### config.mk
export PLATFORM = sky130hd
export DESIGN_NAME = cache_refill_flat
export DESIGN_NICKNAME = d
export VERILOG_FILES = /design/src/rtl/cache_pkg.sv /design/src/rtl/cache_refill_if.sv /design/src/rtl/cache_tag_array.sv /design/src/rtl/cache_refill.sv /design/src/flat_wrapper.sv
export SDC_FILE = /design/constraint.sdc
export NUM_CORES = 1
export LEC_CHECK = 0
export ABC_CLOCK_PERIOD_IN_PS = 6400
export CAP_MARGIN = 10
export CORE_MARGIN = 10
export CORE_UTILIZATION = 40
export CTS_BUF_LIST = sky130_fd_sc_hd__clkbuf_8
export CTS_CLUSTER_SIZE = 20
export DETAILED_ROUTE_END_ITERATION = 10
export HOLD_SLACK_MARGIN = 0.02
export PLACE_DENSITY = 0.68
export SLEW_MARGIN = 25
export SYNTH_ARGS = -nofsm -noshare
export SYNTH_HDL_FRONTEND = slang
export SYNTH_SLANG_ARGS = --single-unit
### constraint.sdc
create_clock -name clk -period 6.4 [get_ports clk]
set_clock_uncertainty 0.05 [all_clocks]
set_input_delay 0.64 -clock clk [delete_from_list [all_inputs] [get_ports clk]]
set_output_delay 0.64 -clock clk [all_outputs]
set_load 0.1 [all_outputs]
### src/rtl/cache_pkg.sv
// Shared types, sizes and address helpers for the direct-mapped cache refill controller.
package cache_pkg;
    localparam int DATA_W   = 32;
    localparam int ADDR_W   = 32;
    localparam int SET_BITS = 3;
    localparam int NUM_SETS = 1 << SET_BITS;
    localparam int TAG_W    = 27;

    typedef struct packed {
        logic              v;
        logic [TAG_W-1:0]  tag;
        logic [DATA_W-1:0] data;
    } line_t;

    typedef enum logic [1:0] {
        IDLE,
        MEM_RD,
        MEM_WR,
        RESP
    } state_e;

    typedef struct packed {
        logic [TAG_W-1:0]    tag;
        logic [SET_BITS-1:0] idx;
    } waddr_t;

    // Takes the word address (byte offset already dropped) and splits it into tag and index.
    function automatic waddr_t split_addr(input logic [ADDR_W-3:0] waddr);
        return waddr_t'(waddr);
    endfunction
endpackage

### src/rtl/cache_refill_if.sv
// CPU request/response and data-memory handshake signals of the cache refill controller.
interface cache_refill_if;
    import cache_pkg::*;

    logic              cpu_req;
    logic              cpu_we;
    logic [ADDR_W-1:0] cpu_addr;
    logic [DATA_W-1:0] cpu_wdata;
    logic              cpu_ready;
    logic [DATA_W-1:0] cpu_rdata;
    logic              cpu_hit;
    logic              busy;
    logic              mem_req;
    logic              mem_we;
    logic [ADDR_W-1:0] mem_addr;
    logic [DATA_W-1:0] mem_wdata;
    logic              mem_ack;
    logic [DATA_W-1:0] mem_rdata;

    modport master (
        output cpu_req, cpu_we, cpu_addr, cpu_wdata, mem_ack, mem_rdata,
        input  cpu_ready, cpu_rdata, cpu_hit, busy, mem_req, mem_we, mem_addr, mem_wdata
    );

    modport slave (
        input  cpu_req, cpu_we, cpu_addr, cpu_wdata, mem_ack, mem_rdata,
        output cpu_ready, cpu_rdata, cpu_hit, busy, mem_req, mem_we, mem_addr, mem_wdata
    );
endinterface

### src/rtl/cache_tag_array.sv
// 8-entry line store: combinational read by index, synchronous write,
// synchronous active-low clear of all valid bits.
module cache_tag_array
    import cache_pkg::*;
(
    input  logic                clk,
    input  logic                rst,
    input  logic [SET_BITS-1:0] rd_idx_i,
    output line_t               rd_line_o,
    input  logic                wr_en_i,
    input  logic [SET_BITS-1:0] wr_idx_i,
    input  line_t               wr_line_i
);
    logic [NUM_SETS-1:0] valid_q;
    logic [TAG_W-1:0]    tag_q  [NUM_SETS];
    logic [DATA_W-1:0]   data_q [NUM_SETS];

    always_ff @(posedge clk) begin
        if (!rst) begin
            valid_q <= '0;
        end else if (wr_en_i) begin
            valid_q[wr_idx_i] <= wr_line_i.v;
        end
    end

    // Tag and data carry no reset; the valid bit alone qualifies them.
    always_ff @(posedge clk) begin
        if (wr_en_i) begin
            tag_q[wr_idx_i]  <= wr_line_i.tag;
            data_q[wr_idx_i] <= wr_line_i.data;
        end
    end

    assign rd_line_o = '{v: valid_q[rd_idx_i], tag: tag_q[rd_idx_i], data: data_q[rd_idx_i]};
endmodule

### src/rtl/cache_refill.sv
// Direct-mapped cache controller: serves load hits from the array, refills on a load miss,
// and writes stores through to memory without allocating.
module cache_refill
    import cache_pkg::*;
#(
    parameter int CNT_WIDTH = 16
) (
    input  logic                 clk,
    input  logic                 rst,
    cache_refill_if.slave        bus,
    output logic [CNT_WIDTH-1:0] hit_count,
    output logic [CNT_WIDTH-1:0] miss_count
);
    localparam logic [CNT_WIDTH-1:0] CNT_MAX = '1;

    state_e               state_q;
    logic                 cpu_ready_q;
    logic                 cpu_hit_q;
    logic [DATA_W-1:0]    cpu_rdata_q;
    logic                 mem_req_q;
    logic                 mem_we_q;
    logic [ADDR_W-1:0]    mem_addr_q;
    logic [DATA_W-1:0]    mem_wdata_q;
    logic                 st_hit_q;
    logic [CNT_WIDTH-1:0] hit_cnt_q;
    logic [CNT_WIDTH-1:0] miss_cnt_q;

    waddr_t req_f;
    waddr_t fill_f;
    line_t  rd_line;
    logic   lookup_hit;
    logic   arr_we;
    line_t  arr_wline;

    assign req_f      = split_addr(bus.cpu_addr[ADDR_W-1:2]);
    assign fill_f     = split_addr(mem_addr_q[ADDR_W-1:2]);
    assign lookup_hit = rd_line.v && (rd_line.tag == req_f.tag);

    // A store hit rewrites only data; tag and valid written back equal what the hit matched.
    always_comb begin
        arr_we    = 1'b0;
        arr_wline = '{v: 1'b1, tag: fill_f.tag, data: bus.mem_rdata};
        if (state_q == MEM_RD && bus.mem_ack) begin
            arr_we = 1'b1;
        end else if (state_q == MEM_WR && bus.mem_ack && st_hit_q) begin
            arr_we         = 1'b1;
            arr_wline.data = mem_wdata_q;
        end
    end

    cache_tag_array u_array (
        .clk       (clk),
        .rst       (rst),
        .rd_idx_i  (req_f.idx),
        .rd_line_o (rd_line),
        .wr_en_i   (arr_we),
        .wr_idx_i  (fill_f.idx),
        .wr_line_i (arr_wline)
    );

    always_ff @(posedge clk) begin
        if (!rst) begin
            state_q     <= IDLE;
            cpu_ready_q <= 1'b0;
            cpu_hit_q   <= 1'b0;
            cpu_rdata_q <= '0;
            mem_req_q   <= 1'b0;
            mem_we_q    <= 1'b0;
            mem_addr_q  <= '0;
            mem_wdata_q <= '0;
            st_hit_q    <= 1'b0;
            hit_cnt_q   <= '0;
            miss_cnt_q  <= '0;
        end else begin
            cpu_ready_q <= 1'b0;
            case (state_q)
                IDLE: begin
                    if (bus.cpu_req) begin
                        mem_addr_q <= bus.cpu_addr & ~ADDR_W'(3);
                        if (bus.cpu_we) begin
                            mem_req_q   <= 1'b1;
                            mem_we_q    <= 1'b1;
                            mem_wdata_q <= bus.cpu_wdata;
                            st_hit_q    <= lookup_hit;
                            state_q     <= MEM_WR;
                        end else if (lookup_hit) begin
                            cpu_ready_q <= 1'b1;
                            cpu_hit_q   <= 1'b1;
                            cpu_rdata_q <= rd_line.data;
                            if (hit_cnt_q != CNT_MAX) hit_cnt_q <= hit_cnt_q + CNT_WIDTH'(1);
                            state_q     <= RESP;
                        end else begin
                            mem_req_q <= 1'b1;
                            mem_we_q  <= 1'b0;
                            if (miss_cnt_q != CNT_MAX) miss_cnt_q <= miss_cnt_q + CNT_WIDTH'(1);
                            state_q   <= MEM_RD;
                        end
                    end
                end
                MEM_RD: begin
                    if (bus.mem_ack) begin
                        mem_req_q   <= 1'b0;
                        cpu_ready_q <= 1'b1;
                        cpu_hit_q   <= 1'b0;
                        cpu_rdata_q <= bus.mem_rdata;
                        state_q     <= RESP;
                    end
                end
                MEM_WR: begin
                    if (bus.mem_ack) begin
                        mem_req_q   <= 1'b0;
                        mem_we_q    <= 1'b0;
                        cpu_ready_q <= 1'b1;
                        cpu_hit_q   <= st_hit_q;
                        state_q     <= RESP;
                    end
                end
                RESP:    state_q <= IDLE;
                default: state_q <= IDLE;
            endcase
        end
    end

    assign bus.cpu_ready = cpu_ready_q;
    assign bus.cpu_rdata = cpu_rdata_q;
    assign bus.cpu_hit   = cpu_hit_q;
    assign bus.busy      = (state_q != IDLE);
    assign bus.mem_req   = mem_req_q;
    assign bus.mem_we    = mem_we_q;
    assign bus.mem_addr  = mem_addr_q;
    assign bus.mem_wdata = mem_wdata_q;
    assign hit_count     = hit_cnt_q;
    assign miss_count    = miss_cnt_q;
endmodule

### src/flat_wrapper.sv
// flat-port wrapper written by rule: the top's interface ports become plain ports
module cache_refill_flat import cache_pkg::*;
#(
    parameter int CNT_WIDTH = 16
)
  (clk, rst, hit_count, miss_count, bus_cpu_req, bus_cpu_we, bus_cpu_addr, bus_cpu_wdata, bus_mem_ack, bus_mem_rdata, bus_cpu_ready, bus_cpu_rdata, bus_cpu_hit, bus_busy, bus_mem_req, bus_mem_we, bus_mem_addr, bus_mem_wdata);
  cache_refill_if bus_i ();
  input  logic clk;
  input  logic rst;
  output logic [CNT_WIDTH-1:0] hit_count;
  output logic [CNT_WIDTH-1:0] miss_count;
  input wire logic [$bits(bus_i.cpu_req)-1:0] bus_cpu_req;
  input wire logic [$bits(bus_i.cpu_we)-1:0] bus_cpu_we;
  input wire logic [$bits(bus_i.cpu_addr)-1:0] bus_cpu_addr;
  input wire logic [$bits(bus_i.cpu_wdata)-1:0] bus_cpu_wdata;
  input wire logic [$bits(bus_i.mem_ack)-1:0] bus_mem_ack;
  input wire logic [$bits(bus_i.mem_rdata)-1:0] bus_mem_rdata;
  output wire logic [$bits(bus_i.cpu_ready)-1:0] bus_cpu_ready;
  output wire logic [$bits(bus_i.cpu_rdata)-1:0] bus_cpu_rdata;
  output wire logic [$bits(bus_i.cpu_hit)-1:0] bus_cpu_hit;
  output wire logic [$bits(bus_i.busy)-1:0] bus_busy;
  output wire logic [$bits(bus_i.mem_req)-1:0] bus_mem_req;
  output wire logic [$bits(bus_i.mem_we)-1:0] bus_mem_we;
  output wire logic [$bits(bus_i.mem_addr)-1:0] bus_mem_addr;
  output wire logic [$bits(bus_i.mem_wdata)-1:0] bus_mem_wdata;
  assign bus_i.cpu_req = bus_cpu_req;
  assign bus_i.cpu_we = bus_cpu_we;
  assign bus_i.cpu_addr = bus_cpu_addr;
  assign bus_i.cpu_wdata = bus_cpu_wdata;
  assign bus_i.mem_ack = bus_mem_ack;
  assign bus_i.mem_rdata = bus_mem_rdata;
  assign bus_cpu_ready = bus_i.cpu_ready;
  assign bus_cpu_rdata = bus_i.cpu_rdata;
  assign bus_cpu_hit = bus_i.cpu_hit;
  assign bus_busy = bus_i.busy;
  assign bus_mem_req = bus_i.mem_req;
  assign bus_mem_we = bus_i.mem_we;
  assign bus_mem_addr = bus_i.mem_addr;
  assign bus_mem_wdata = bus_i.mem_wdata;
  cache_refill #(.CNT_WIDTH(CNT_WIDTH)) u_core (.clk(clk), .rst(rst), .bus(bus_i), .hit_count(hit_count), .miss_count(miss_count));
endmodule
# Yosys cells after proc, flatten, opt, wreduce, memory -nomap -nowiden
# Memories as Yosys holds them, arrays and structs flattened.
# Index checks and enable logic that the tools add are counted.
[word_totals]
memories = 2
output_inout_bits = 133
mem_bits_rw = 472
reg_bits = 141
input_bits = 101
elab_cells = 95
[op_classes]
addsub = 2
magnitude_cmp = 3
reduce_logical = 21
n_mux = 39
bitwise = 3
eq_ne = 13
[memory_table]
columns = ["name", "words", "width", "rd", "rd_ports_with_merged_regs", "write_ports", "line", "rtl"]
rows = [
  ["u_core.u_array.data_q", 8, 32, 1, 0, 1, "cache_tag_array.sv:16", "logic [DATA_W-1:0] data_q [NUM_SETS];"],
  ["u_core.u_array.tag_q", 8, 27, 1, 0, 1, "cache_tag_array.sv:15", "logic [TAG_W-1:0] tag_q [NUM_SETS];"],
]
[ops]
columns = ["cell", "n"]
rows = [
  ["32-bit two-way mux", 6],
  ["32-bit one-hot mux with 2 select lines", 1],
  ["16-bit by 1-bit adder with 16-bit output (second input constant)", 2],
  ["16-bit != test (second input constant)", 2],
  ["27-bit == test", 1],
  ["1-bit two-way mux", 21],
  ["5-bit AND reduction", 3],
  ["3-bit by 4-bit < comparator with 1-bit output (second input constant)", 2],
  ["2-bit two-way mux", 4],
  ["2-bit != test (second input constant)", 4],
  ["8-bit bitwise OR", 1],
  ["4-bit AND reduction", 2],
  ["2-bit nonzero test", 4],
  ["1-bit one-hot mux with 2 select lines", 3],
  ["2-bit one-hot mux with 3 select lines", 1],
  ["6-bit AND reduction", 1],
  ["1-bit logical AND", 5],
  ["2-bit == test (second input constant)", 2],
  ["2-bit by 1-bit != test with 1-bit output (second input constant)", 2],
  ["2-bit AND reduction", 2],
  ["1-bit binary-select mux with 3-bit select", 1],
  ["1-bit demux with 3-bit select", 1],
  ["3-bit by 1-bit greater-or-equal comparator with 1-bit output (second input constant)", 1],
  ["3-bit != test (second input constant)", 1],
  ["7 further kinds", 8],
]

# Logic depth before layout (Yosys ltp)
[depth]
word_depth = 7
ltp_mapped = 13

# Modules after synthesis
# A second synthesis with hierarchy kept.
[hier_totals]
hier_cells = 1504
hier_area_um2 = 24733.7
[by_module_without_submodules]
columns = ["mod", "cells_per_inst", "seq_area_each_um2", "area_each_um2", "instances"]
rows = [
  ["cache_tag_array", 722, 14333.7, 18292.5, 1],
  ["cache_refill", 782, 2662.6, 6441.2, 1],
]

# Worst setup path before layout
# Ideal clock, no wire load.
[synth_path]
path_kind = "register to register"
startpoint = "reg u_core.mem_addr_q[2] (netlist: u_core.bus.mem_addr[2])"
endpoint = "mem u_core.u_array.data_q[1][0] (enable)"
arrival_ns = 5.398
path_buffers = 0
path_slack_ns = 0.402
period_less_slack_ns = 5.998
required_time_ns = 5.800
stages_incl_launch_ff = 3
setup_ns = 0.550
path_cell_list = "dfxtp_1 -> o211ai_1 -> nor3_1"
[synth_rtl]
columns = ["item", "line", "rtl"]
rows = [
  ["start: declaration", "cache_refill.sv:22", "logic [ADDR_W-1:0] mem_addr_q;"],
  ["start signal: assignment", "cache_refill.sv:79", "mem_addr_q <= bus.cpu_addr & ~ADDR_W'(3);"],
  ["end: declaration", "cache_tag_array.sv:16", ""],
]
# Straight into the memory's write port.

# Worst setup path in the final report
[layout_path]
startpoint = "in bus_cpu_addr[2]"
endpoint = "reg u_core.cpu_hit_q (netlist: u_core.bus.cpu_hit)"
[layout_between]
elab_chain_cells = 5
elab_cells_between_ends = 7
[layout_lines]
columns = ["item", "line", "rtl"]
rows = [
  ["start: declaration", "flat_wrapper.sv:14", "input wire logic [$bits(bus_i.cpu_addr)-1:0] bus_cpu_addr;"],
  ["memory 8 x 27 bit or 1-bit binary-select mux with 3-bit select (tied branches)", "-", ""],
  ["27-bit == test or 1-bit two-way mux (tied branches)", "cache_refill.sv:37, cache_tag_array.sv:34", ""],
  ["1-bit logical AND (*)", "cache_refill.sv:37", "assign lookup_hit = rd_line.v && (rd_line.tag == req_f.tag);"],
  ["2-bit by 1-bit != test with 1-bit output (no source line) (*)", "-", ""],
  ["6-bit AND reduction (no source line) (*)", "-", ""],
  ["end signal: assignment", "cache_refill.sv:114", "cpu_hit_q <= st_hit_q;"],
  ["end: declaration", "cache_refill.sv:18", "logic cpu_hit_q;"],
]
# Every way passes the cells marked *; elsewhere a longest branch is shown, timed or not. The select of a mux whose other input is x is not followed.
# A chain may end at the register's enable or synchronous reset.

==> results.json <==
{
  "outcome": "completed",
  "antenna_found_initial": 5,
  "cts_tree": "yes",
  "vias": 15052,
  "start_util": 0.4026,
  "hold_buffers": 0,
  "drt_iter0_drc": 1307,
  "crit_path_end_kind": "register",
  "seqCellArea_mm2": 0.01700,
  "multiInputGateArea_mm2": 0.007159,
  "rows": 91,
  "ys_seq_elements": 613,
  "syn_inst": 1632,
  "htree_levels": 3,
  "yosys-top-cells-count": "472 x edfxtp_1, 199 x nand2_1, 141 x dfxtp_1",
  "die_area_mm2": 0.07236,
  "syn2layout_area_growth_pct": 20.13,
  "drive_above_1_share": 0.1701,
  "drc": 0,
  "cts.path.max_buffers": 3,
  "grt_usage": 0.1704,
  "worst_path_max_delay_cell": "nor4_1",
  "path_cells": "buf_6 -> mux4_2 -> mux2i_1 -> xor2_1 -> nand4_1 -> nor4_1 -> a41o_1 -> buf_4 -> o211ai_1 -> a21oi_1",
  "die_x_um": 269.0,
  "timing.rr.start": "u_core.u_array.tag_q[2][13]",
  "grt_max_degree": 72,
  "crit_arrival_ns": 4.39,
  "startpoint": "bus_cpu_addr[2]",
  "synth-seq-area-share": 0.6853,
  "slowest_delay_ns": 0.91,
  "stdcell_count": 2798,
  "maxSlewViolCount": 0,
  "path_buf_inv": 2,
  "synth_compound_area_frac": 0.05176,
  "setup_tns_ns": 0,
  "worstMarginPinSlew_ns": 1.098,
  "synth.distinct_cells": 56,
  "finalCriticalPeriod_ns": 3.840,
  "synth_edf_count": 472,
  "cts-root-buf": "clkbuf_8",
  "vias_per_cell": 5.380,
  "ctsResizeCount": 0,
  "clkLatencyLatePin_ns": 0.70,
  "drtPass1Iterations": 6,
  "yosys.cell_count.top_type": "edfxtp_1",
  "yosys.area.top_type_share": 0.5715,
  "synth_top_cell_by_area": "edfxtp_1",
  "finalHoldViolCount": 0,
  "setup_violations": 0,
  "crit_type": "in2reg",
  "synth_ff_type": "edfxtp_1",
  "wl_um": 62370,
  "dp.final_hpwl_um": 36970,
  "fin_nets": 1980,
  "max-cap-violations": 0,
  "cp.required_ns": 6.95,
  "die_h_um": 269.0,
  "cts_setup_buffers": 0,
  "crit_fanout": 46,
  "start_kind": "primary input",
  "core_mm2": 0.06160,
  "nFillCells": 5202,
  "drtAntennaViolNets": 0,
  "cts_buffers": 100,
  "rsz0062_at_grt": "no",
  "ir_worst_vdd_v": 0.0002284,
  "ios": 234,
  "worstHoldStart": "u_core.u_array.valid_q[3]",
  "portBuffers": 229,
  "synth_top_family_by_area": "multiplexers",
  "grt-ovfl-total": 0,
  "clock-sinks": 613,
  "finalPower_mw": 10.75,
  "ys_async_sr_fraction": 0,
  "cts.clk_slew.worst_paths_ns": 0.06,
  "crit_family": "simple AND/OR/NAND/NOR gates",
  "netlist_area_mm2": 0.02480,
  "hold_path_class": "reg2reg",
  "routedWlPerCell_um": 22.29,
  "place_congestion": 0.7711,
  "yosys.area_share.xor_xnor": 0.007769,
  "p_leak_nw": 9.865,
  "max_slew_margin": 0.2657,
  "yosys_warnings": 0,
  "finalCritPeriodShare": 0.6000,
  "synthTopCellsByArea": "edfxtp_1 57%, dfxtp_1 11%, mux4_2 9.8%",
  "power_density_mw_per_mm2": 360.7,
  "synth_mux_area_frac": 0.1505,
  "placed_cells": 2607,
  "first_global_vias": 15442,
  "synth_simple_gate_area_frac": 0.07184,
  "grt_pass1_wl_um": 93290,
  "syn_area_per_cell_um2": 15.20,
  "fmax_mhz": 260.4,
  "synthAdderAreaFrac": 0.003531
}
-- cell usage in the layout, fill, tap and decap left out, drive strengths merged, types with 54 or more instances in the layout --
cell,count
edfxtp,472
clkdlybuf4s50,224
mux4,108
nand2,199
dfxtp,141
o21ai,83
a21oi,114
clkbuf,106
mux2i,94
nand3,54
-- stage by stage --
step | worst slack [ns] | cell area (um^2) | util | hold slack (ns)
2_1_floorplan | 0.4022 | 24810 | - | 0.3848
3_3_place_gp | 1.836 | 27800 | 0.4513 | 0.3942
3_5_place_dp | 1.807 | 27800 | 0.4513 | 0.4055
4_1_cts | 2.563 | 29790 | 0.4836 | 0.3558
5_1_grt | 2.319 | 29790 | 0.4836 | 0.3995
6_report | 2.560 | 29790 | 0.4837 | 0.4191
-- kinds of logic (layout without fill, tap and decap cells) --
group                    Yosys count  in the layout
flip-flops                       613            613
adder cells (fa/ha/maj)            7              7
AO/OA/AOI/OAI                    236            236
AND/OR/NAND/NOR                  381            381
multiplexers                     234            234
other                              1              5
buffers and inverters            138            463
XOR/XNOR                          22             22
-- worst paths after layout --
path	endpoint	slack, ns	depth (start not counted)
worst min register to register	u_core.u_array.valid_q[3]	0.42	2
worst max-delay path	u_core.bus.cpu_hit	2.56	10
worst min-delay path	u_core.u_array.valid_q[3]	0.42	2
worst max register to register	u_core.bus.cpu_hit	2.76	9
-- per-layer routing --
| layer | GRT usage | part of all wire | vias to the layer above |
|---|---|---|---|
| li1 | - | - | 6737 |
| met4 | 0.07333 | 0.030 | 2 |
| met5 | 0 | 0.00018 | - |
| met1 | 0.2076 | 0.40 | 7705 |
| met2 | 0.2890 | 0.50 | 496 |
| met3 | 0.03620 | 0.068 | 112 |
-- area by class of cell --
type                    count  area share
diodes                      3   0.0002520
repair buffers            262     0.08534
multi-input cells         882      0.2403
clock buffers             106     0.04897
clock inverters            82     0.01781
flip-flops and latches    613      0.5705
inverters                  13    0.001722
well taps                 837     0.03515
-- power by group --
part	internal (mW)	leakage, nW	switching (mW)
clock network	1.79	1.12	1.56
logic	0.639	3.30	2.03
registers	4.56	5.44	0.164
total	6.99	9.87	3.76
-- sequential cells by signal, summed over array words and instances, names as in the netlist --
| register | cells |
|---|---|
| u_core.u_array.data_q | 256 |
| u_core.u_array.tag_q | 216 |
| u_core.bus.cpu_rdata | 32 |
| u_core.bus.mem_wdata | 32 |
| u_core.bus.mem_addr | 30 |
| u_core.hit_count | 16 |
| u_core.miss_count | 16 |
| u_core.u_array.valid_q | 8 |
| u_core.state_q | 2 |
| u_core.bus.cpu_hit | 1 |
| u_core.bus.cpu_ready | 1 |
| u_core.bus.mem_req | 1 |
| u_core.bus.mem_we | 1 |
| u_core.st_hit_q | 1 |
-- worst reg2reg max path, cell delays in order (launching register included) --
cell and delay (ns):
edfxtp_1 0.36, mux4_2 0.45, mux2i_1 0.18, xor2_1 0.36, nand4_1 0.16, nor4_1 0.91, a41o_1 0.28, buf_4 0.44
o211ai_1 0.18, a21oi_1 0.17
No activity file was read; power rests on OpenSTA's default activity.
